<file path="config.mk">
export PLATFORM = sky130hd
export DESIGN_NAME = io_port_bridge
export DESIGN_NICKNAME = d
export VERILOG_FILES = /design/src/rtl/io_port_bridge.sv
export SDC_FILE = /design/constraint.sdc
export NUM_CORES = 1
export LEC_CHECK = 0
export CELL_PAD_IN_SITES_DETAIL_PLACEMENT = 2
export CELL_PAD_IN_SITES_GLOBAL_PLACEMENT = 2
export CORE_ASPECT_RATIO = 1.5
export CORE_MARGIN = 1.5
export CORE_UTILIZATION = 35
export CTS_CLUSTER_SIZE = 16
export DETAILED_ROUTE_END_ITERATION = 12
export MAX_ROUTING_LAYER = met4
export PLACE_DENSITY_LB_ADDON = 0.1
export SYNTH_ARGS = -nofsm -noshare
export SYNTH_HDL_FRONTEND = slang
export SYNTH_SLANG_ARGS = --single-unit
</file>
<file path="constraint.sdc">
create_clock -name clock -period 2.7 [get_ports clock]
set_clock_uncertainty 0.15 [all_clocks]
set_input_delay 0.405 -clock clock [delete_from_list [all_inputs] [get_ports clock]]
set_output_delay 0.405 -clock clock [all_outputs]
set_load 0.005 [all_outputs]
</file>
<file path="src/rtl/io_port_bridge.sv">
// Peripheral endpoint of the processor IO port at address 255: a TX FIFO for
// processor stores and an RX FIFO whose head feeds the processor's IO input.
module io_port_bridge #(
  parameter int WIDTH = 16,
  parameter int DEPTH = 4,
  parameter int CW    = $clog2(DEPTH) + 1
) (
  input  logic             clock,
  input  logic             reset,
  input  logic [WIDTH-1:0] cpu_wr_data,
  input  logic             cpu_wr,
  input  logic             cpu_rd,
  output logic [WIDTH-1:0] cpu_rd_data,
  output logic [WIDTH-1:0] out_data,
  output logic             out_valid,
  input  logic             out_ready,
  input  logic [WIDTH-1:0] in_data,
  input  logic             in_valid,
  output logic             in_ready,
  input  logic             clear_flags,
  output logic             tx_overrun,
  output logic             rx_underrun,
  output logic [CW-1:0]    tx_count,
  output logic [CW-1:0]    rx_count
);

  localparam int AW = $clog2(DEPTH);
  localparam logic [CW-1:0] FULL = CW'(DEPTH);

  logic [WIDTH-1:0] tx_mem [DEPTH];
  logic [WIDTH-1:0] rx_mem [DEPTH];
  logic [AW-1:0]    tx_rd_ptr, tx_wr_ptr;
  logic [AW-1:0]    rx_rd_ptr, rx_wr_ptr;
  logic             tx_push, tx_pop, tx_drop;
  logic             rx_push, rx_pop, rx_miss;

  function automatic logic [CW-1:0] next_count(input logic [CW-1:0] count,
                                               input logic push,
                                               input logic pop);
    if (push && !pop) return count + CW'(1);
    if (pop && !push) return count - CW'(1);
    return count;
  endfunction

  // A full TX still accepts a store when the consumer drains a word in the
  // same cycle; RX offers no such pass-through so in_ready stays registered.
  always_comb begin
    out_valid   = (tx_count != '0);
    out_data    = out_valid ? tx_mem[tx_rd_ptr] : '0;
    tx_pop      = out_valid && out_ready;
    tx_push     = cpu_wr && ((tx_count != FULL) || tx_pop);
    tx_drop     = cpu_wr && !tx_push;
    in_ready    = (rx_count != FULL) && !reset;
    rx_push     = in_valid && in_ready;
    rx_pop      = cpu_rd && (rx_count != '0);
    rx_miss     = cpu_rd && (rx_count == '0);
    cpu_rd_data = (rx_count != '0) ? rx_mem[rx_rd_ptr] : '0;
  end

  always_ff @(posedge clock or posedge reset) begin
    if (reset) begin
      tx_rd_ptr   <= '0;
      tx_wr_ptr   <= '0;
      tx_count    <= '0;
      rx_rd_ptr   <= '0;
      rx_wr_ptr   <= '0;
      rx_count    <= '0;
      tx_overrun  <= 1'b0;
      rx_underrun <= 1'b0;
    end else begin
      if (tx_pop)  tx_rd_ptr <= tx_rd_ptr + AW'(1);
      if (tx_push) tx_wr_ptr <= tx_wr_ptr + AW'(1);
      if (rx_pop)  rx_rd_ptr <= rx_rd_ptr + AW'(1);
      if (rx_push) rx_wr_ptr <= rx_wr_ptr + AW'(1);
      tx_count <= next_count(tx_count, tx_push, tx_pop);
      rx_count <= next_count(rx_count, rx_push, rx_pop);
      if (clear_flags) begin
        tx_overrun  <= 1'b0;
        rx_underrun <= 1'b0;
      end else begin
        if (tx_drop) tx_overrun  <= 1'b1;
        if (rx_miss) rx_underrun <= 1'b1;
      end
    end
  end

  // Storage is data-only; stale entries are unreachable once pointers reset.
  always_ff @(posedge clock) begin
    if (tx_push) tx_mem[tx_wr_ptr] <= cpu_wr_data;
    if (rx_push) rx_mem[rx_wr_ptr] <= in_data;
  end

endmodule

</file>
* Yosys cells after proc, flatten, opt, wreduce, memory -nomap -nowiden
Memories as Yosys holds them, arrays and structs flattened.
Index checks and enable logic that the tools add are counted.
** Storage, ports and cells
- Memories kept :: 2
- Output and inout bits :: 42
- Memory bits (writable) :: 128
- Input port bits :: 39
- Logic and storage cells :: 68
- Bits in registers :: 16
** Memories
- rx_mem :: depth 4, width 16, read ports 1, clocked after memory_dff 0, wr ports 1, RTL line 31 : logic [WIDTH-1:0] rx_mem [DEPTH];
- tx_mem :: depth 4, width 16, read ports 1, clocked after memory_dff 0, wr ports 1, RTL line 30 : logic [WIDTH-1:0] tx_mem [DEPTH];
** Cells by class
- Reductions and logical operators :: 24
- Mux-type cells :: 24
- $add $sub $neg :: 8
- Equal/unequal tests :: 2
** Operators by type and width (count)
- 2-to-1 mux 16 bit :: 2
- 2-to-1 mux 3 bit :: 8
- 2-to-1 mux 1 bit :: 14
- logical AND 1 bit :: 11
- adder 2 x 1 -> 2 bit, second input constant :: 4
- nonzero test 2 bit :: 4
- adder 3 x 1 -> 3 bit, second input constant :: 2
- != test 3 bit, second input constant :: 2
- nonzero test 3 bit :: 2
- subtractor 3 x 1 -> 3 bit, second input constant :: 2
- logical NOT 1 bit :: 5
- logical NOT 3 bit :: 1
- logical OR 1 bit :: 1

* Logic depth before layout (Yosys ltp)
- Depth after elaboration :: 10
- Mapped depth :: 10
- Mapped depth without buffers :: 10

* Worst setup path after synthesis
No wires, ideal clock.
- Path type :: reg2reg
- Start :: register rx_count[0]
- End :: register rx_count[2]
- Arrival time :: 1.860 ns
- Clock period less this slack :: 2.135 ns
- Required time :: 2.425 ns
- Stages on the path, launching flop included :: 11
- Path slack :: 0.565 ns
- Path through :: dfrtp_1 > inv_1 > ha_1 > nor2b_1 > nand2b_1 > inv_1 > ha_1 > nor2b_1 > mux2i_1 > nor2_1 > xor2_1
** RTL lines
- start: declaration :: RTL line 24 : output logic [CW-1:0] rx_count
- start signal: assignment :: RTL line 76 : rx_count <= next_count(rx_count, rx_push, rx_pop);
- nonzero test 3 bit (*) :: RTL line 55 : rx_pop = cpu_rd && (rx_count != '0);
- logical AND 1 bit (*) :: RTL line 55
- via rx_pop :: RTL line 35 : logic rx_push, rx_pop, rx_miss;
- logical AND 1 bit / logical NOT 1 bit (equally long branches) :: RTL line 41, 40
- 2-to-1 mux 3 bit, or another cell as far along :: RTL line 41 : if (pop && !push) return count - CW'(1);
- 2-to-1 mux 3 bit, or another cell as far along :: RTL line 42 : return count;
- 2-to-1 mux 3 bit / nonzero test 2 bit (equally long branches)
The timed path passes the listed nets; every way through them passes the cells marked *. The select of a mux whose other input is x is not followed.
A chain may end at the register's enable or synchronous reset.

* Worst setup path after layout
- Start :: register tx_rd_ptr[0]
- End :: output port out_data[6]
** On the way
- Cells in the longest elaborated chain, start to end :: 2
** Ends and longest elaborated chain
- start: declaration :: RTL line 32 : logic [AW-1:0] tx_rd_ptr, tx_wr_ptr;
- start signal: assignment :: RTL line 71 : if (tx_pop) tx_rd_ptr <= tx_rd_ptr + AW'(1);
- memory read (4 x 16 bit)
- 2-to-1 mux 16 bit :: RTL line 49 : out_data = out_valid ? tx_mem[tx_rd_ptr] : '0;
- end: declaration :: RTL line 14 : output logic [WIDTH-1:0] out_data,
Every way passes these cells.

==> flow_summary.toml <==
[run_status]
outcome = "finished, violations left"
failing_checks = "negative setup slack"

[placement]
dp_slack_ns = 0.262
dp_hpwl_um = 8430
gp_congestion = 0.694
post-place-cells = 607
buffers_added_on_ports = 80
place_area_sq_um = 7050

[power_and_ir_drop]
netSwitchingFraction = 0.283
share_seq_of_total_power = 0.347
combinationalPowerShare = 0.377
power_switching_mw = 2.48
vdd_ir_drop_max_mv = 0.477
p_clk_frac = 0.277
finalPower_mw = 8.77
leakagePower_nw = 3.00
internal_power_component_mw = 6.29
power_density_nw_per_um2 = 1110

[setup_path]
start_kind = "flop"
critical_path.reg2reg.endpoint = "rx_count[2]"
criticalPathCategory = "flop to output pin"
r2r-start = "rx_count[0]"
path_depth = 4
critPathMaxFanout = 10
rrSetupSlack_ns = 0.43
crit_required_ns = 2.14
crit_end = "out_data[6]"
cell_breakdown_of_the_critical_path = "buf_8, mux4_1, and2_1, clkdlybuf4s50_1"
cp_slowest_stage_delay_ns = 0.56
top_family_by_delay_on_critical_path = "buffers and inverters"
critical_path.startpoint = "tx_rd_ptr[0]"
critical_path.slowest_cell = "sky130_fd_sc_hd__mux4_1"
crit_path_end_kind = "output pin"
worstRegToRegCells = 11
cp_num_buf_inv = 2
cp.arrival_ns = 2.17

[cts]
numCtsBuffers = 17
tritoncts = "yes"
clkSinkCount = 144
worst_skew_pair.late_latency_ns = 0.41
path_clk_slew_ns = 0.06
cts_max_level = 4
cts_max_path_buffers = 2
clock_tree.root_cell = "sky130_fd_sc_hd__clkbuf_16"

[grt]
initial_antenna_violation_count = 0
grt_max_degree = 19
grt_util_met2 = 0.290
grt_util_all_layers = 0.168
groute.layer.met3.usage = 0.0345
globalRoute.totalOverflow = 0
grt-busiest-layer = "met2"
global_route.usage.met1 = 0.187
grt_pass1_wl_um = 20600
first_global_vias = 3608

[sta]
unrepaired_setup_endpoints_after_global_routing = "true"
slew-limit-headroom = 0.521
fin_ws_ns = -0.0253
hold-worst-slack_ns = 0.304
summed_negative_setup_slack_over_all_endpoints_ns = -0.0381
finalCritPeriodShare = 1.01
max_freq_mhz = 367
setup_viol = 3
tightest_slew_ns = 0.718
slew_violations = 0
hold_violations = 0
period_minus_slack_ns = 2.73

[synth]
syn_nets = 363
ys_seq_area_frac = 0.718
synth_enable_flop_cells = 128
synth_largest_area_cell = "sky130_fd_sc_hd__edfxtp_1"
synth_top_cells_by_count = "sky130_fd_sc_hd__edfxtp_1, sky130_fd_sc_hd__mux4_2, sky130_fd_sc_hd__and2_1"
avgSynthCellArea_sq_um = 19.2
most_used_flip_flop_cell_after_synthesis = "sky130_fd_sc_hd__edfxtp_1"
post-synth-top-count-cell = "sky130_fd_sc_hd__edfxtp_1"
netlist_top_cells_area = "sky130_fd_sc_hd__edfxtp_1, sky130_fd_sc_hd__mux4_2, sky130_fd_sc_hd__dfrtp_1"
yosys.cell_types.count = 30
synth_top_area_share = 0.651
synth.yosys.warnings = 0
syn-cell-area_sq_um = 5910
ys_async_sr_fraction = 0.111
netlist_instances = 308
synth_seq_cells = 144

[finish]
num_antenna_cells = 0
final_layout_size_suffix_gt1_frac = 0.243
n_fill_cell = 1526
instances_no_fill = 659
final_design_area_no_fill_sq_um = 7890
nNetsFinal = 491
area.growth.synth_to_final_pct = 33.6
post-route-util = 0.475

[job]
maxcap_violations = 0

[floorplanning]
pin_count = 81
fp-row-count = 58
design.core.area_sq_um = 16600
chipWidth_um = 109
die_y_um = 162
starting_density = 0.356
die_area_sq_um = 17700

[detailed_routing]
antenna_left = 0
vias = 3132
wirelength_um = 13100
post_drt_via_cell_ratio = 4.75
post_dr_wirelength_cell_um = 19.9
detailedRoute.firstIterationViolations = 77
detail_route.first_pass.iterations = 4
drc = 0

[worst_hold_path]
holdCritPathClass = "primary input to async pin"
## state kept, by name (all words and copies together), names as in the netlist
signal / cells
rx_mem: 64
tx_mem: 64
rx_count: 3
tx_count: 3
rx_rd_ptr: 2
rx_wr_ptr: 2
tx_rd_ptr: 2
tx_wr_ptr: 2
rx_underrun: 1
tx_overrun: 1
## power by group through the flow
| stage | combinational, mW | clock (mW) | sequential (mW) |
|---|---|---|---|
| floorplan | 1.65 | 0 | 3.02 |
| global placement | 3.07 | 0 | 3.04 |
| detailed placement | 3.10 | 0 | 3.08 |
| CTS | 3.21 | 2.49 | 3.02 |
| global route | 3.64 | 2.57 | 3.08 |
| finish | 3.30 | 2.43 | 3.04 |
## metal layers
layer / part of all wire / wire length, um
met5: 0 / 0
met1: 0.39 / 5120
met4: 0.014 / 188
met2: 0.56 / 7380
met3: 0.034 / 448
## what timing repair did
item,in CTS,in global routing
hold buffers,0,0
buffers inserted,4,14
gates cloned,1,1
endpoints found under the setup margin,33,26
resized for setup,16,27
## worst min-delay path by stage
stage | from | endpoint | slack [ns] | cells after the start
finish | reset | rx_rd_ptr[1] | 0.30 | 2
global route | reset | rx_rd_ptr[0] | 0.35 | 2
CTS | reset | rx_rd_ptr[0] | 0.32 | 2
detailed placement | rx_rd_ptr[1] | rx_rd_ptr[1] | 0.33 | 1
global placement | rx_rd_ptr[1] | rx_rd_ptr[1] | 0.31 | 1
floorplan | reset | rx_count[0] | 0.17 | 1
## logic make-up after synthesis
group	synth area share
XOR/XNOR	0.0163
buffers and inverters	0.0227
flip-flops	0.718
multiplexers	0.129
adder cells (fa/ha/maj)	0.0356
AO/OA/AOI/OAI	0.0157
AND/OR/NAND/NOR	0.0627
## final cells by class
cell class / count / area [sq um] / area share
clock inverters: 14 / 175 / 0.0222
inverters: 12 / 45.0 / 0.00571
repair buffers: 121 / 1190 / 0.151
well taps: 210 / 263 / 0.0333
clock buffers: 18 / 429 / 0.0544
multi-input cells: 140 / 1540 / 0.195
flip-flops and latches: 144 / 4250 / 0.538
## cells in the final DEF, fill, tap and decap left out, types with 2 or more instances in the layout
cell | netlist | routed
sky130_fd_sc_hd__edfxtp_1 | 128 | 128
sky130_fd_sc_hd__xnor2_1 | 10 | 10
sky130_fd_sc_hd__dfrtp_1 | 16 | 15
sky130_fd_sc_hd__inv_1 | 12 | 11
sky130_fd_sc_hd__mux4_1 | 8 | 3
sky130_fd_sc_hd__nor2b_1 | 18 | 16
sky130_fd_sc_hd__and2_1 | 21 | 19
sky130_fd_sc_hd__dlymetal6s2s_1 | 0 | 14
sky130_fd_sc_hd__nor2_1 | 4 | 4
sky130_fd_sc_hd__mux4_2 | 24 | 29
sky130_fd_sc_hd__nand2b_1 | 3 | 3
sky130_fd_sc_hd__buf_6 | 3 | 3
sky130_fd_sc_hd__and2b_1 | 3 | 3
sky130_fd_sc_hd__clkinv_4 | 0 | 2
sky130_fd_sc_hd__nand2_1 | 7 | 7
sky130_fd_sc_hd__ha_1 | 16 | 14
sky130_fd_sc_hd__a31oi_1 | 2 | 2
sky130_fd_sc_hd__and3_1 | 4 | 4
sky130_fd_sc_hd__buf_4 | 0 | 34
sky130_fd_sc_hd__a21oi_1 | 5 | 5
sky130_fd_sc_hd__and2_4 | 0 | 2
sky130_fd_sc_hd__clkbuf_16 | 0 | 18
sky130_fd_sc_hd__bufinv_16 | 0 | 3
sky130_fd_sc_hd__clkinv_2 | 0 | 3
sky130_fd_sc_hd__buf_8 | 0 | 2
sky130_fd_sc_hd__inv_6 | 0 | 6
sky130_fd_sc_hd__nand3_1 | 2 | 2
sky130_fd_sc_hd__clkdlybuf4s50_1 | 0 | 60
sky130_fd_sc_hd__dlygate4sd2_1 | 0 | 6
sky130_fd_sc_hd__o21ai_0 | 5 | 5
(Power assumes the default switching activity.)
